### config.mk
export PLATFORM = sky130hd
export DESIGN_NAME = fetch_pc_unit
export DESIGN_NICKNAME = d
export VERILOG_FILES = /design/src/rtl/fetch_pc_unit.sv
export SDC_FILE = /design/constraint.sdc
export NUM_CORES = 1
export LEC_CHECK = 0
export CORE_ASPECT_RATIO = 0.9
export CORE_MARGIN = 3
export CORE_UTILIZATION = 35
export DETAILED_ROUTE_END_ITERATION = 12
export PLACE_DENSITY = 0.7
export SYNTH_ARGS = -nofsm -noshare
export SYNTH_HDL_FRONTEND = slang
export SYNTH_SLANG_ARGS = --single-unit
### constraint.sdc
create_clock -name clk -period 4.8 [get_ports clk]
set_input_delay 0.72 -clock clk [delete_from_list [all_inputs] [get_ports clk]]
set_output_delay 0.72 -clock clk [all_outputs]
set_load 0.005 [all_outputs]
### src/rtl/fetch_pc_unit.sv
// ============================================================================
// Module   : fetch_pc_unit
// Purpose  : Instruction-fetch PC generator with SRAM-like req/addr_ok/data_ok
//            handshake, one fetch outstanding, buffered branch/exception redirects.
// Revision : 1.0
// ============================================================================
`default_nettype none

module fetch_pc_unit #(
  parameter int                ADDR_W       = 32,
  parameter logic [ADDR_W-1:0] RESET_VECTOR = 32'hbfc0_0000,
  parameter int                STEP         = 4,
  parameter int                EXC_W        = 32
) (
  input  logic              clk,
  input  logic              rst,
  input  logic              stall,
  input  logic              exception,
  input  logic [ADDR_W-1:0] exception_pc_i,
  input  logic              branch_enable_i,
  input  logic [ADDR_W-1:0] branch_addr_i,
  output logic              inst_req_o,
  output logic [ADDR_W-1:0] inst_addr_o,
  input  logic              inst_addr_ok_i,
  input  logic              inst_data_ok_i,
  input  logic [31:0]       inst_rdata_i,
  output logic              if_valid_o,
  output logic [ADDR_W-1:0] if_pc_o,
  output logic [31:0]       if_inst_o,
  output logic [EXC_W-1:0]  if_exc_type_o
);

  localparam logic [EXC_W-1:0]  C_EXC_ADDR_ERR = {1'b1, {(EXC_W-1){1'b0}}};
  localparam logic [ADDR_W-1:0] C_STEP         = ADDR_W'(STEP);

  typedef enum logic [1:0] {
    S_IDLE = 2'd0,
    S_REQ  = 2'd1,
    S_WAIT = 2'd2
  } state_t;

  state_t            r_state;
  logic [ADDR_W-1:0] r_pc;
  logic [ADDR_W-1:0] r_pend;
  logic              r_pend_valid;
  logic              r_discard;
  logic              r_req;
  logic              r_if_valid;
  logic [ADDR_W-1:0] r_if_pc;
  logic [31:0]       r_if_inst;
  logic [EXC_W-1:0]  r_if_exc;

  logic              w_slot_free;
  logic              w_misaligned;
  logic [ADDR_W-1:0] w_next_pc;

  assign w_slot_free  = !r_if_valid || !stall;
  assign w_misaligned = (r_pc[1:0] != 2'b00);
  // A branch arriving on the completion cycle has not been buffered yet, so it wins directly.
  assign w_next_pc    = branch_enable_i ? branch_addr_i :
                        r_pend_valid    ? r_pend        : r_pc + C_STEP;

  always_ff @(posedge clk) begin
    if (rst) begin
      r_state      <= S_IDLE;
      r_pc         <= RESET_VECTOR;
      r_pend       <= '0;
      r_pend_valid <= 1'b0;
      r_discard    <= 1'b0;
      r_req        <= 1'b0;
      r_if_valid   <= 1'b0;
      r_if_pc      <= '0;
      r_if_inst    <= '0;
      r_if_exc     <= '0;
    end else begin
      if (r_if_valid && !stall) begin
        r_if_valid <= 1'b0;
      end

      unique case (r_state)
        S_IDLE: begin
          if (exception) begin
            r_pc         <= exception_pc_i;
            r_pend_valid <= 1'b0;
          end else if (branch_enable_i) begin
            r_pc         <= branch_addr_i;
            r_pend_valid <= 1'b0;
          end else if (w_slot_free) begin
            if (w_misaligned) begin
              r_if_valid   <= 1'b1;
              r_if_pc      <= r_pc;
              r_if_inst    <= '0;
              r_if_exc     <= C_EXC_ADDR_ERR;
              r_pc         <= w_next_pc;
              r_pend_valid <= 1'b0;
            end else begin
              r_state <= S_REQ;
              r_req   <= 1'b1;
            end
          end
        end

        S_REQ: begin
          if (inst_addr_ok_i) begin
            r_state <= S_WAIT;
            r_req   <= 1'b0;
          end
          // The request already on the bus must stay put; redirects are parked in pend.
          if (exception) begin
            r_pend       <= exception_pc_i;
            r_pend_valid <= 1'b1;
            r_discard    <= 1'b1;
          end else if (branch_enable_i && !r_discard) begin
            r_pend       <= branch_addr_i;
            r_pend_valid <= 1'b1;
          end
        end

        S_WAIT: begin
          if (inst_data_ok_i) begin
            r_state      <= S_IDLE;
            r_discard    <= 1'b0;
            r_pend_valid <= 1'b0;
            if (exception) begin
              r_pc <= exception_pc_i;
            end else if (r_discard) begin
              r_pc <= r_pend;
            end else begin
              r_if_valid <= 1'b1;
              r_if_pc    <= r_pc;
              r_if_inst  <= inst_rdata_i;
              r_if_exc   <= '0;
              r_pc       <= w_next_pc;
            end
          end else if (exception) begin
            r_pend       <= exception_pc_i;
            r_pend_valid <= 1'b1;
            r_discard    <= 1'b1;
          end else if (branch_enable_i && !r_discard) begin
            r_pend       <= branch_addr_i;
            r_pend_valid <= 1'b1;
          end
        end

        default: begin
          r_state <= S_IDLE;
          r_req   <= 1'b0;
        end
      endcase

      if (exception) begin
        r_if_valid <= 1'b0;
      end
    end
  end

  assign inst_req_o    = r_req;
  assign inst_addr_o   = r_pc;
  assign if_valid_o    = r_if_valid;
  assign if_pc_o       = r_if_pc;
  assign if_inst_o     = r_if_inst;
  assign if_exc_type_o = r_if_exc;

endmodule

`default_nettype wire

==> results of run 1 <==
[flip-flops by register name, indices dropped and copies added (netlist names)]
signal / cells
if_inst_o: 32
inst_addr_o: 32
if_exc_type_o: 1
r_pend_valid: 1
if_valid_o: 1
r_pend: 32
r_discard: 1
if_pc_o: 32
r_state: 2
inst_req_o: 1
[kinds of logic after synthesis]
logic type	Yosys count	synth area share (%)
xor+xnor	13	1.62
fa+ha+maj	5	0.892
buf+inv	124	8.46
mux	32	4.60
compound gates	259	24.5
simple gates	324	21.3
other cells	1	0.0535
flops	135	38.5
[through the flow]
stage | utilization [%] | hold slack, ns | setup slack, ns
floorplan | - | 0.448 | 2.54
global placement | 46.6 | 0.438 | 1.61
detailed placement | 46.6 | 0.442 | 1.55
CTS | 49.8 | 0.451 | 1.92
global route | 49.8 | 0.464 | 1.66
finish | 49.8 | 0.448 | 1.84
[worst paths after layout]
path                            depth (start not counted)  slack, ns                      endpoint
worst min-delay path                                    2       0.45    if_inst_o[20]$_SDFFE_PP0P_
worst max register to register                          7       1.94  inst_addr_o[10]$_SDFFE_PP0P_
worst max-delay path                                    7       1.84  inst_addr_o[10]$_SDFFE_PP0P_
worst min register to register                          2       0.45    if_inst_o[20]$_SDFFE_PP0P_
[power groups by stage]
| stage | sequential (W) | clock [W] | combinational [W] |
|---|---|---|---|
| floorplan | 0.00171 | 0 | 0.00116 |
| global placement | 0.00186 | 0 | 0.00186 |
| detailed placement | 0.00186 | 0 | 0.00189 |
| CTS | 0.00184 | 0.00139 | 0.00191 |
| global route | 0.00190 | 0.00145 | 0.00211 |
| finish | 0.00185 | 0.00137 | 0.00190 |
[synthesized netlist by cell type (5+ instances only)]
cell / n / area [µm²]
a221o_1: 9 / 90.1
buf_2: 6 / 30.0
o211ai_1: 11 / 82.6
xnor2_1: 6 / 52.6
nor4_1: 6 / 37.5
nand2b_1: 7 / 43.8
nand3_1: 55 / 275
xor2_1: 7 / 61.3
a21oi_1: 92 / 460
ha_1: 5 / 62.6
a211oi_1: 32 / 240
mux2i_1: 30 / 300
o21ai_0: 39 / 195
nor2_1: 60 / 225
nor3_1: 13 / 65.1
a221oi_1: 18 / 158
inv_1: 13 / 48.8
a311oi_1: 6 / 52.6
buf_4: 32 / 240
nand4_1: 12 / 75.1
nand2_1: 142 / 533
clkbuf_1: 68 / 255
dfxtp_1: 135 / 2700
[placed cells by master, fill, tap and decap left out, types with 17 or more instances in the layout]
cell | Yosys | layout
dfxtp_1 | 135 | 135
conb_1 | 1 | 31
a211oi_1 | 32 | 31
clkbuf_16 | 0 | 17
o21ai_0 | 39 | 38
nor2_1 | 60 | 59
a21oi_1 | 92 | 92
clkdlybuf4s50_1 | 0 | 199
nand2_1 | 142 | 142
a221oi_1 | 18 | 18
nand3_1 | 55 | 55
mux2i_1 | 30 | 30
[metal layers]
metal	global-route usage (%)	share of wire, %
met3	4.97	7.4
met5	0	0
met4	5.71	1.4
met1	30.1	45
met2	32.3	46
[final cells by class]
cell class	instances	area share (%)
sequential	135	28.0
inverter	15	0.583
timing repair buffer	216	21.9
clock inverter	12	1.83
multi-input combinational	664	39.9
clock buffer	20	4.52
tap	250	3.24
[critical path, cell delays in order]
cell and delay (ns):
buf_2 0.55, nor2_1 0.26, a311oi_4 0.61, buf_4 0.39, nand2_1 0.19, a221oi_1 0.30
a221oi_1 0.16
==> impl_metrics.json, run 1 <==
{
  "power.switching_w": 0.00195,
  "power.ir.vdd_worst_v": 0.000266,
  "intPower_w": 0.00318,
  "achievable-frequency_ghz": 0.338,
  "routed_wirelength_mm": 23.8,
  "grt_use_total_pct": 21.2,
  "synth-async-reset-ratio_pct": 0,
  "synthesis.area_um2": 7010,
  "io_pins": 233,
  "dpl-instance-area_um2": 9040,
  "pwr-share-seq_pct": 36.1,
  "netlist-cell-type-count": 69,
  "cp.arrival_ns": 3.21,
  "area.growth.synth_to_final_pct": 37.7,
  "clock_latency_ns": 0.42,
  "cts_buffers": 17,
  "clk_pin_slew_ns": 0.06,
  "critical_path.endpoint_type": "flop",
  "cts-resized-gates": 0,
  "multi_input_comb_area_um2": 3860,
  "setup.worst_path.class": "input port to flop",
  "launch_point_of_the_critical_path": "exception",
  "finish.instance_area_um2": 9660,
  "postSynth.topFlopCell": "dfxtp_1",
  "detailroute.via_count": 7249,
  "clockRootBuffer": "clkbuf_16",
  "finalClockSkew_ns": 0.00652,
  "setup.worst_path.start_class": "input port",
  "report.final.slew_viol_count": 0,
  "worst_pin_slew_ns": 0.982,
  "synth_warnings": 0,
  "drt_pass_1_iters": 5,
  "core_region_area_um2": 19400,
  "wire_per_inst_um": 18.1,
  "first_global_vias": 6765,
  "share_of_final_layout_standard_cells_stronger_than_drive_strength_1_pct": 5.84,
  "pin_count_of_the_biggest_net_entering_global_routing": 73,
  "hold_path.startpoint": "if_inst_o[20]$_SDFFE_PP0P_",
  "synth_cells": 893,
  "power.share.switching_pct": 38.0,
  "static_power_due_to_leakage_nw": 3.39,
  "total_of_max_cap_violations": 0,
  "yosys_register_bits": 135,
  "crit-reg2reg-launch": "r_state[0]$_SDFFE_PP0P_",
  "n_antenna_cell": 0,
  "seqCellArea_um2": 2700,
  "place_hpwl_mm": 16.9,
  "synth_edf_count": 0,
  "finalWorstPathRequiredPeriod_ns": 2.96,
  "numPlacedInstances": 1280,
  "rows": 48,
  "first_iter_violations": 598,
  "final_cells": 1312,
  "fin_tns_setup_ns": 0,
  "setup_violations": 0,
  "port_buffers": 201,
  "floorplan.initialDensity_pct": 36.2,
  "synth_seq_area_share_pct": 38.5,
  "fill_count": 1839,
  "die_area_um2": 21800,
  "power_consumption_w": 0.00513,
  "via_per_inst": 5.53,
  "gp_congestion": 0.873,
  "critical_path_peak_fanout": 35,
  "syn_area_per_cell_um2": 7.85,
  "antenna_left": 0,
  "finish.net_count": 1157,
  "globalRouteOverflowTotal": 0,
  "number_of_antenna_violations_at_the_first_check_in_global_routing": 0,
  "cts_setup_buffers": 0,
  "drc": 0,
  "cts_hold_repair.buffers": 0,
  "cts_tree": "done",
  "finalCritPeriodShare_pct": 61.6,
  "grt_first_pass_wirelength_mm": 37.4,
  "worst-endpoint-required_ns": 5.05,
  "worstHoldPathType": "flop to flop",
  "max_slew_headroom_pct": 34.5,
  "powerDensity_nw_per_um2": 531,
  "maximum_level_of_the_cts_h_tree": 4,
  "die_h_um": 140,
  "die_width_um": 155,
  "cts-root-to-sink-buffers": 2,
  "status": "finished clean",
  "power_frac_comb_pct": 37.1,
  "tritoncts_num_sinks": 135,
  "p_clk_share_pct": 26.8,
  "rsz0062_at_grt": "no",
  "report.final.hold_viol_count": 0
}
Note: power is estimated with default switching activity, not from simulation.
==> run 2, diff against run 1 <==
- clock period: 4.8 -> 2.8 ns (I/O delays scaled with it)
==> run 2 against run 1 <==
Effect of this change: non-clock buffer count grew 25; global-route usage grew 0.39 points; wire length rose by 2.9%.
==> impl_metrics.json, run 2 (synthesis gave the netlist of run 1 again) <==
{
  "status": "finished clean",
  "post-place-ws_ns": 0.140,
  "drt_pass_1_iters": 5,
  "clock_latency_ns": 0.42,
  "cp.arrival_ns": 2.73,
  "core_region_area_um2": 19400,
  "drc": 0,
  "fin_worst_hold_slack_ns": 0.437,
  "die_h_um": 140,
  "die_area_um2": 21800,
  "worstHoldPathType": "input port to flop",
  "antenna_left": 0,
  "layout_commonest_cell": "clkdlybuf4s50_1",
  "multi_input_comb_area_um2": 3850,
  "via_per_inst": 5.48,
  "setup_violations": 0,
  "launch_point_of_the_critical_path": "r_state[0]$_SDFFE_PP0P_",
  "dpl-instance-area_um2": 9270,
  "setup_slack_ns": 0.399,
  "achievable-frequency_ghz": 0.416,
  "report.final.slew_viol_count": 0,
  "pin_count_of_the_biggest_net_entering_global_routing": 96,
  "worst-endpoint-required_ns": 3.13,
  "first_global_vias": 6995,
  "cts_setup_buffers": 0,
  "clk_pin_slew_ns": 0.07,
  "rsz0062_at_grt": "no",
  "port_buffers": 201,
  "number_of_antenna_violations_at_the_first_check_in_global_routing": 0,
  "max_stage_delay_ns": 0.51,
  "report.final.hold_viol_count": 0,
  "critical_path_peak_fanout": 14,
  "power.ir.vdd_worst_v": 0.000762,
  "place_hpwl_mm": 17.4,
  "setup.worst_path.start_class": "flop",
  "critical_path.endpoint_type": "flop",
  "die_width_um": 155,
  "gp_congestion": 0.863,
  "powerDensity_nw_per_um2": 914,
  "cts_tree": "done",
  "share_of_final_layout_standard_cells_stronger_than_drive_strength_1_pct": 8.00,
  "critical-path-slowest-cell": "a311o_1",
  "globalRouteOverflowTotal": 0,
  "total_of_max_cap_violations": 0,
  "finalClockSkew_ns": 0.0145,
  "setup.worst_path.class": "flop to flop",
  "rrSetupSlack_ns": 0.40,
  "first_iter_violations": 713,
  "static_power_due_to_leakage_nw": 3.53,
  "rows": 48,
  "finish.instance_area_um2": 9870,
  "fin_tns_setup_ns": 0,
  "worst_pin_slew_ns": 0.681,
  "maximum_level_of_the_cts_h_tree": 4,
  "io_pins": 233,
  "fill_count": 1814,
  "clockRootBuffer": "clkbuf_16",
  "cts-root-to-sink-buffers": 2,
  "grt_use_total_pct": 21.6,
  "routed_wirelength_mm": 24.5,
  "cp-endpoint": "inst_addr_o[10]$_SDFFE_PP0P_",
  "grt_first_pass_wirelength_mm": 37.9,
  "worstRegToRegCells": 7,
  "seqCellArea_um2": 2700,
  "cts-resized-gates": 0,
  "detailroute.via_count": 7325,
  "wire_per_inst_um": 18.3,
  "cts_hold_repair.buffers": 0,
  "area.growth.synth_to_final_pct": 40.8,
  "cts_buffers": 17,
  "tritoncts_num_sinks": 135,
  "finish.net_count": 1182,
  "finalWorstPathRequiredPeriod_ns": 2.40,
  "crit-reg2reg-launch": "r_state[0]$_SDFFE_PP0P_",
  "n_antenna_cell": 0,
  "finalCritPeriodShare_pct": 85.7,
  "r2r_end": "inst_addr_o[10]$_SDFFE_PP0P_",
  "max_slew_headroom_pct": 54.6,
  "commonest_cells_after_routing_fill_and_taps_aside": "199 x clkdlybuf4s50_1, 142 x nand2_1, 135 x dfxtp_1",
  "floorplan.initialDensity_pct": 36.2,
  "critical_path.cell_chain": "inv_1 > ha_1 > nor2b_1 > a311o_1 > buf_4 > nand2_1 > a221oi_1"
}
-- run 2: changes by cell type in the layout (fill, tap and decap cells not counted), sizes merged --
cell / change
buf: +25
clkinv: +3
clkinvlp: -2
bufinv: -1
clkbuf: +1
inv: -1
-- run 2: how the worst min path moves through the flow --
stage,slack (ns),cells after the start,endpoint,from
CTS,0.41,2,inst_addr_o[20]$_SDFFE_PP0P_,rst
global route,0.42,2,inst_addr_o[20]$_SDFFE_PP0P_,rst
finish,0.44,2,inst_addr_o[20]$_SDFFE_PP0P_,rst
global placement,0.44,2,if_inst_o[16]$_SDFFE_PP0P_,if_inst_o[16]$_SDFFE_PP0P_
floorplan,0.45,2,if_inst_o[0]$_SDFFE_PP0P_,if_inst_o[0]$_SDFFE_PP0P_
detailed placement,0.44,2,if_inst_o[10]$_SDFFE_PP0P_,if_inst_o[10]$_SDFFE_PP0P_
-- run 2: layout make-up --
cell class | count | share of cell area, %
Multi-Input combinational cell | 664 | 39.0
Sequential cell | 135 | 27.4
Timing Repair Buffer | 241 | 23.7
Clock buffer | 21 | 4.66
Tap cell | 250 | 3.17
Clock inverter | 11 | 1.51
Inverter | 15 | 0.570
-- run 2: report_power, final --
part / internal (W) / switching [W]
registers: 0.00247 / 0.000506
clock network: 0.00145 / 0.000869
logic: 0.00167 / 0.00206
-- run 2: per-layer routing --
layer | share of wire [%] | track usage [%] | vias to the layer above | wire [µm]
met5 | 0 | 0 | - | 0
met4 | 1.4 | 5.44 | 0 | 342
met3 | 8.1 | 4.97 | 21 | 1980
met2 | 46 | 33.5 | 332 | 11300
met1 | 44 | 30.4 | 3441 | 10800
li1 | - | - | 3531 | -
-- run 2: per-stage QoR --
stage,instances,total power [W],util [%]
finish,1337,0.00903,50.9
floorplan,923,0.00492,-
global route,1337,0.00957,50.9
global placement,1305,0.00664,47.8
CTS,1337,0.00904,50.9
detailed placement,1305,0.00670,47.8
-- run 2: critical path: cells and delay by family (launching register included) --
family | cells | cell delay, ns
flops | 1 | 0.34
simple gates | 2 | 0.47
buf+inv | 2 | 0.41
compound gates | 2 | 0.76
fa+ha+maj | 1 | 0.32
